`config.mk`:
```
export PLATFORM = sky130hd
export DESIGN_NAME = serial_adder
export DESIGN_NICKNAME = d
export VERILOG_FILES = /design/src/rtl/serial_adder_pkg.sv /design/src/rtl/fa_bit.sv /design/src/rtl/half_adder.sv /design/src/rtl/serial_adder.sv
export SDC_FILE = /design/constraint.sdc
export NUM_CORES = 1
export LEC_CHECK = 0
export ABC_AREA = 1
export CAP_MARGIN = 40
export CORE_MARGIN = 1.5
export CORE_UTILIZATION = 41
export DETAILED_ROUTE_END_ITERATION = 12
export GPL_TIMING_DRIVEN = 0
export PLACE_DENSITY = 0.69
export SLEW_MARGIN = 15
export SYNTH_ARGS = -nofsm -noshare
export SYNTH_HDL_FRONTEND = slang
export SYNTH_HIERARCHICAL = 1
export SYNTH_SLANG_ARGS = --single-unit
export TNS_END_PERCENT = 50
```
`constraint.sdc`:
```
create_clock -name clk -period 1.4 [get_ports clk]
set_input_delay 0.28 -clock clk [delete_from_list [all_inputs] [get_ports clk]]
set_output_delay 0.28 -clock clk [all_outputs]
set_load 0.01 [all_outputs]
```
`src/rtl/serial_adder_pkg.sv`:
```
`default_nettype none
// ============================================================================
//  Module   : serial_adder_pkg
//  Purpose  : Shared FSM state encoding and default width for serial_adder.
//  Revision : 1.0 - initial release
// ============================================================================
package serial_adder_pkg;

    localparam int c_default_width = 8;

    typedef enum logic [1:0] {
        IDLE  = 2'd0,
        SHIFT = 2'd1,
        DONE  = 2'd2
    } state_t;

endpackage
`default_nettype wire

```
`src/rtl/fa_bit.sv`:
```
`default_nettype none
// ============================================================================
//  Module   : fa_bit
//  Purpose  : One-bit full adder built from two half-adder cells and an OR.
//  Revision : 1.0 - initial release
// ============================================================================
module fa_bit (
    input  logic a,
    input  logic b,
    input  logic cin,
    output logic s,
    output logic cout
);

    logic w_s1;
    logic w_c1;
    logic w_c2;

    half_adder u_ha1 (
        .a (a),
        .b (b),
        .s (w_s1),
        .c (w_c1)
    );

    half_adder u_ha2 (
        .a (w_s1),
        .b (cin),
        .s (s),
        .c (w_c2)
    );

    assign cout = w_c1 | w_c2;

endmodule
`default_nettype wire

```
`src/rtl/half_adder.sv`:
```
`default_nettype none
// ============================================================================
//  Module   : half_adder
//  Purpose  : Combinational half-adder cell (sum = a^b, carry = a&b).
//  Revision : 1.0 - initial release
// ============================================================================
module half_adder (
    input  logic a,
    input  logic b,
    output logic s,
    output logic c
);

    assign s = a ^ b;
    assign c = a & b;

endmodule
`default_nettype wire

```
`src/rtl/serial_adder.sv`:
```
`default_nettype none
// ============================================================================
//  Module   : serial_adder
//  Purpose  : LSB-first bit-serial adder with start/done handshake.
//             Define SERIAL_ADDER_SUB_EN to add a 'sub' input (a - b).
//  Revision : 1.0 - initial release
// ============================================================================
module serial_adder
    import serial_adder_pkg::*;
#(
    parameter int WIDTH = c_default_width
) (
    input  logic             clk,
    input  logic             rst_n,
    input  logic             start,
`ifdef SERIAL_ADDER_SUB_EN
    input  logic             sub,
`endif
    input  logic [WIDTH-1:0] a,
    input  logic [WIDTH-1:0] b,
    output logic             busy,
    output logic             done,
    output logic [WIDTH-1:0] sum,
    output logic             car
);

    localparam int              c_cw   = $clog2(WIDTH);
    localparam logic [c_cw-1:0] c_last = c_cw'(WIDTH - 1);

    state_t             r_state;
    state_t             w_next;
    logic [WIDTH-1:0]   r_a;
    logic [WIDTH-1:0]   r_b;
    logic [WIDTH-1:0]   r_sum;
    logic [c_cw-1:0]    r_cnt;
    logic               r_carry;
    logic               r_car;
    logic               w_accept;
    logic               w_last;
    logic               w_sub;
    logic               w_fa_s;
    logic               w_fa_c;

`ifdef SERIAL_ADDER_SUB_EN
    assign w_sub = sub;
`else
    assign w_sub = 1'b0;
`endif

    // start is only honoured when no add is in flight
    assign w_accept = start && (r_state == IDLE || r_state == DONE);
    assign w_last   = (r_cnt == c_last);

    fa_bit u_fa (
        .a    (r_a[0]),
        .b    (r_b[0]),
        .cin  (r_carry),
        .s    (w_fa_s),
        .cout (w_fa_c)
    );

    always_ff @(posedge clk or negedge rst_n) begin
        if (!rst_n) begin
            r_state <= IDLE;
        end else begin
            r_state <= w_next;
        end
    end

    always_comb begin
        w_next = r_state;
        case (r_state)
            IDLE:    w_next = start ? SHIFT : IDLE;
            SHIFT:   w_next = w_last ? DONE : SHIFT;
            DONE:    w_next = start ? SHIFT : IDLE;
            default: w_next = IDLE;
        endcase
    end

    always_comb begin
        busy = 1'b0;
        done = 1'b0;
        case (r_state)
            SHIFT:   busy = 1'b1;
            DONE:    done = 1'b1;
            default: ;
        endcase
    end

    // Subtraction is a + ~b + 1: invert b on load and seed the carry with 1
    always_ff @(posedge clk or negedge rst_n) begin
        if (!rst_n) begin
            r_a     <= '0;
            r_b     <= '0;
            r_sum   <= '0;
            r_cnt   <= '0;
            r_carry <= 1'b0;
            r_car   <= 1'b0;
        end else if (w_accept) begin
            r_a     <= a;
            r_b     <= w_sub ? ~b : b;
            r_carry <= w_sub;
            r_cnt   <= '0;
        end else if (r_state == SHIFT) begin
            r_a     <= r_a >> 1;
            r_b     <= r_b >> 1;
            r_sum   <= {w_fa_s, r_sum[WIDTH-1:1]};
            r_carry <= w_fa_c;
            r_cnt   <= r_cnt + c_cw'(1);
            if (w_last) begin
                r_car <= w_fa_c;
            end
        end
    end

    assign sum = r_sum;
    assign car = r_car;

endmodule
`default_nettype wire

```
==> metrics <==
CTS H-tree depth=2; Yosys top cell area share=49.9%; Netlist cell types=19; Period minus WS final=1.33 ns; Final Hold Vio Count=0; Via Count=1256; sw power=1.73 mW; antenna-violating nets left=0; TritonCTS clock tree=yes; Setup-failing EPs final=0; Final period util=95.3%; share of cells above drive strength 1=13.9%; leakage=1.10 nW; combinational power share=48.2%; clock sink count=31; Max Root-Sink Buffers=2; WP data required=1.12 ns; DR pass1 iterations=4; Critical-path top delay cell=dfrtp_1; Main synth FF type=dfrtp_1; relative slew slack=54.0%; crit path cell chain=buf_4 > inv_8 > nor2_1 > buf_2; cell taking the most area after synthesis=dfrtp_1; RSZ-0062 raised after global routing=true; Synth top cells by count=73 x nand2_1, 31 x dfrtp_1, 28 x inv_1; post-synthesis net count=213; final setup TNS=0 ns; CTS clk-pin slew, worst paths=0.06 ns; Fmax=0.750 GHz; Initial Util=42.4%; Remaining Overflow, GRT=0; clk_skew=0.00300 ns; Internal Power=2.60 mW; PortBufs=28; clock share of power=16.4%; die area=4170 um^2; number of antenna diodes=0; Yosys reg bits=31; initial antenna violation count=0; Via-to-Cell Ratio=4.52; peak supply drop=0.962 mV; CP delay by family, top=flip-flops; kind of start point of the critical path=register; synth top area cells=dfrtp_1 50%, nand2_1 18%, nand3_1 7.1%; Horiz. Die Dim=64.6 um; Max FO, Critical Path=8; Non-Filler Instances=278; vias in the first global route=1212; Rows=22; WL/cell=11.0 um; DR DRC count=0; synthesized area per cell=8.18 um^2; Final Power=4.33 mW; CP bufs+invs=3; P&R area growth vs syn=29.9%; DP HPWL=2.02 mm; HP Class=in2async; Mapped Area=1550 um^2; Net Sw Frac=40.0%; hold slack=0.0358 ns; most instantiated library cell after synthesis=nand2_1; drt total wl=3.05 mm; CTS root buffer=clkbuf_8; crit-path max cell delay=0.38 ns; Slew Viols, Final=0; PD cells=2150 nW/um^2; part of the power in registers=35.3%; Post-synth EDFFs=0; largest net degree at the start of global routing=32; Async SR Flop Fraction=100%; clk_lat worst skew=0.29 ns; MaxCap Viol Count=0; worst-margin pin slew=0.690 ns; status=finished clean; CP Class=reg2out; Worst Setup End Kind=output pin; Ys Warns=6; Tot GR Track Use=17.4%; crit path DAT=1.05 ns; core box area=3660 um^2; Initial DRC Count=49; CTS Buf Count=5; Placed Cells=266; Layout fillers=367; first-pass GRT wire length=5.52 mm; Seq/Total Area, Yosys=49.9%; gpl congestion=0.726; nets@finish=253; IO Pins=30; Die H=64.6 um; Final Util=55.1%; Syn Inst Count=190; area occupied by multi-input gates=598 um^2; Storage cell area=776 um^2
==> layer usage <==
metal  wire, um  track usage, %  vias to the layer above
met4         47            6.38                        0
met2       1430            28.0                       26
met5          0               0                        -
met1       1440            22.6                      566
met3        132            4.69                        4
li1           -               -                      660
==> final cells by class <==
| class | instances | share of cell area, % |
|---|---|---|
| flip-flops and latches | 31 | 38.4 |
| plain buffers | 5 | 2.54 |
| repair buffers | 34 | 15.3 |
| clock inverters | 1 | 0.248 |
| inverters | 31 | 6.76 |
| well taps | 48 | 2.98 |
| clock buffers | 6 | 4.09 |
| multi-input cells | 122 | 29.6 |
==> layout by cell type (no fill, tap or decap) <==
| cell | instances |
|---|---|
| nand2_1 | 73 |
| dfrtp_1 | 31 |
| inv_1 | 28 |
| nand3_1 | 22 |
| clkdlybuf4s50_1 | 16 |
| o21ai_0 | 11 |
| dlygate4sd2_1 | 9 |
| buf_4 | 7 |
| clkbuf_8 | 6 |
| ha_1 | 4 |
| buf_6 | 3 |
| nor2_1 | 3 |
| buf_2 | 3 |
| nand2_2 | 3 |
| inv_8 | 2 |
| nor2_4 | 2 |
| nand2_8 | 2 |
| nand2_4 | 1 |
| inv_6 | 1 |
| buf_12 | 1 |
| a21oi_1 | 1 |
| clkinv_2 | 1 |
==> registers in the layout, summed over array words and instances, names as in the netlist <==
| register | flops |
|---|---|
| r_b | 8 |
| r_cnt | 3 |
| r_a | 8 |
| r_carry | 1 |
| car | 1 |
| sum | 8 |
| r_state | 2 |
==> kinds of logic (layout without fill, tap and decap cells) <==
| group | after synthesis | count (layout) | synth area share [%] |
|---|---|---|---|
| adder cells (fa/ha/maj) | 4 | 4 | 3.22 |
| flip-flops | 31 | 31 | 49.9 |
| AND/OR/NAND/NOR | 106 | 106 | 31.1 |
| buffers and inverters | 37 | 77 | 11.9 |
| AO/OA/AOI/OAI | 12 | 12 | 3.86 |
==> path summary, 6_finish.rpt <==
| kind | slack (ns) | cells past startpoint | startpoint | to |
|---|---|---|---|---|
| max | 0.07 | 4 | r_state[1]$_DFF_PN0_ | done |
| min | 0.04 | 1 | rst_n | sum[7]$_DFFE_PN0P_ |
| max reg2reg | 0.10 | 9 | r_state[0]$_DFF_PN0_ | r_a[7]$_DFFE_PN0P_ |
| min reg2reg | 0.48 | 2 | r_a[5]$_DFFE_PN0P_ | r_a[5]$_DFFE_PN0P_ |
| max in group asynchronous | 0.92 | 1 | rst_n | r_state[1]$_DFF_PN0_ |
| min in group clk | 0.40 | 4 | start | r_b[6]$_DFFE_PN0P_ |
==> per-stage QoR <==
step | cell area (um^2) | setup slack, ns
after floorplan | 1550 | 0.225
after global placement | 1890 | -0.568
after detailed placement | 1890 | -0.321
after CTS | 2010 | 0.00260
after global routing | 2020 | -0.00289
final | 2020 | 0.0663
==> timing repair <==
action | in CTS | in global routing
pin swaps | 2 | 1
resized for setup | 21 | 4
buffers inserted | 7 | 0
endpoints found under the setup margin | 11 | 12
hold buffers | 0 | 0
==> power groups by stage <==
stage               clock network [mW]  logic [mW]  registers, mW
finish                           0.713        2.09           1.53
global route                     0.769        2.39           1.59
CTS                              0.734        2.12           1.53
detailed placement                   0        2.05           1.55
global placement                     0        2.01           1.53
floorplan                            0        1.37           1.56
Power figures use the tool's default switching activity.
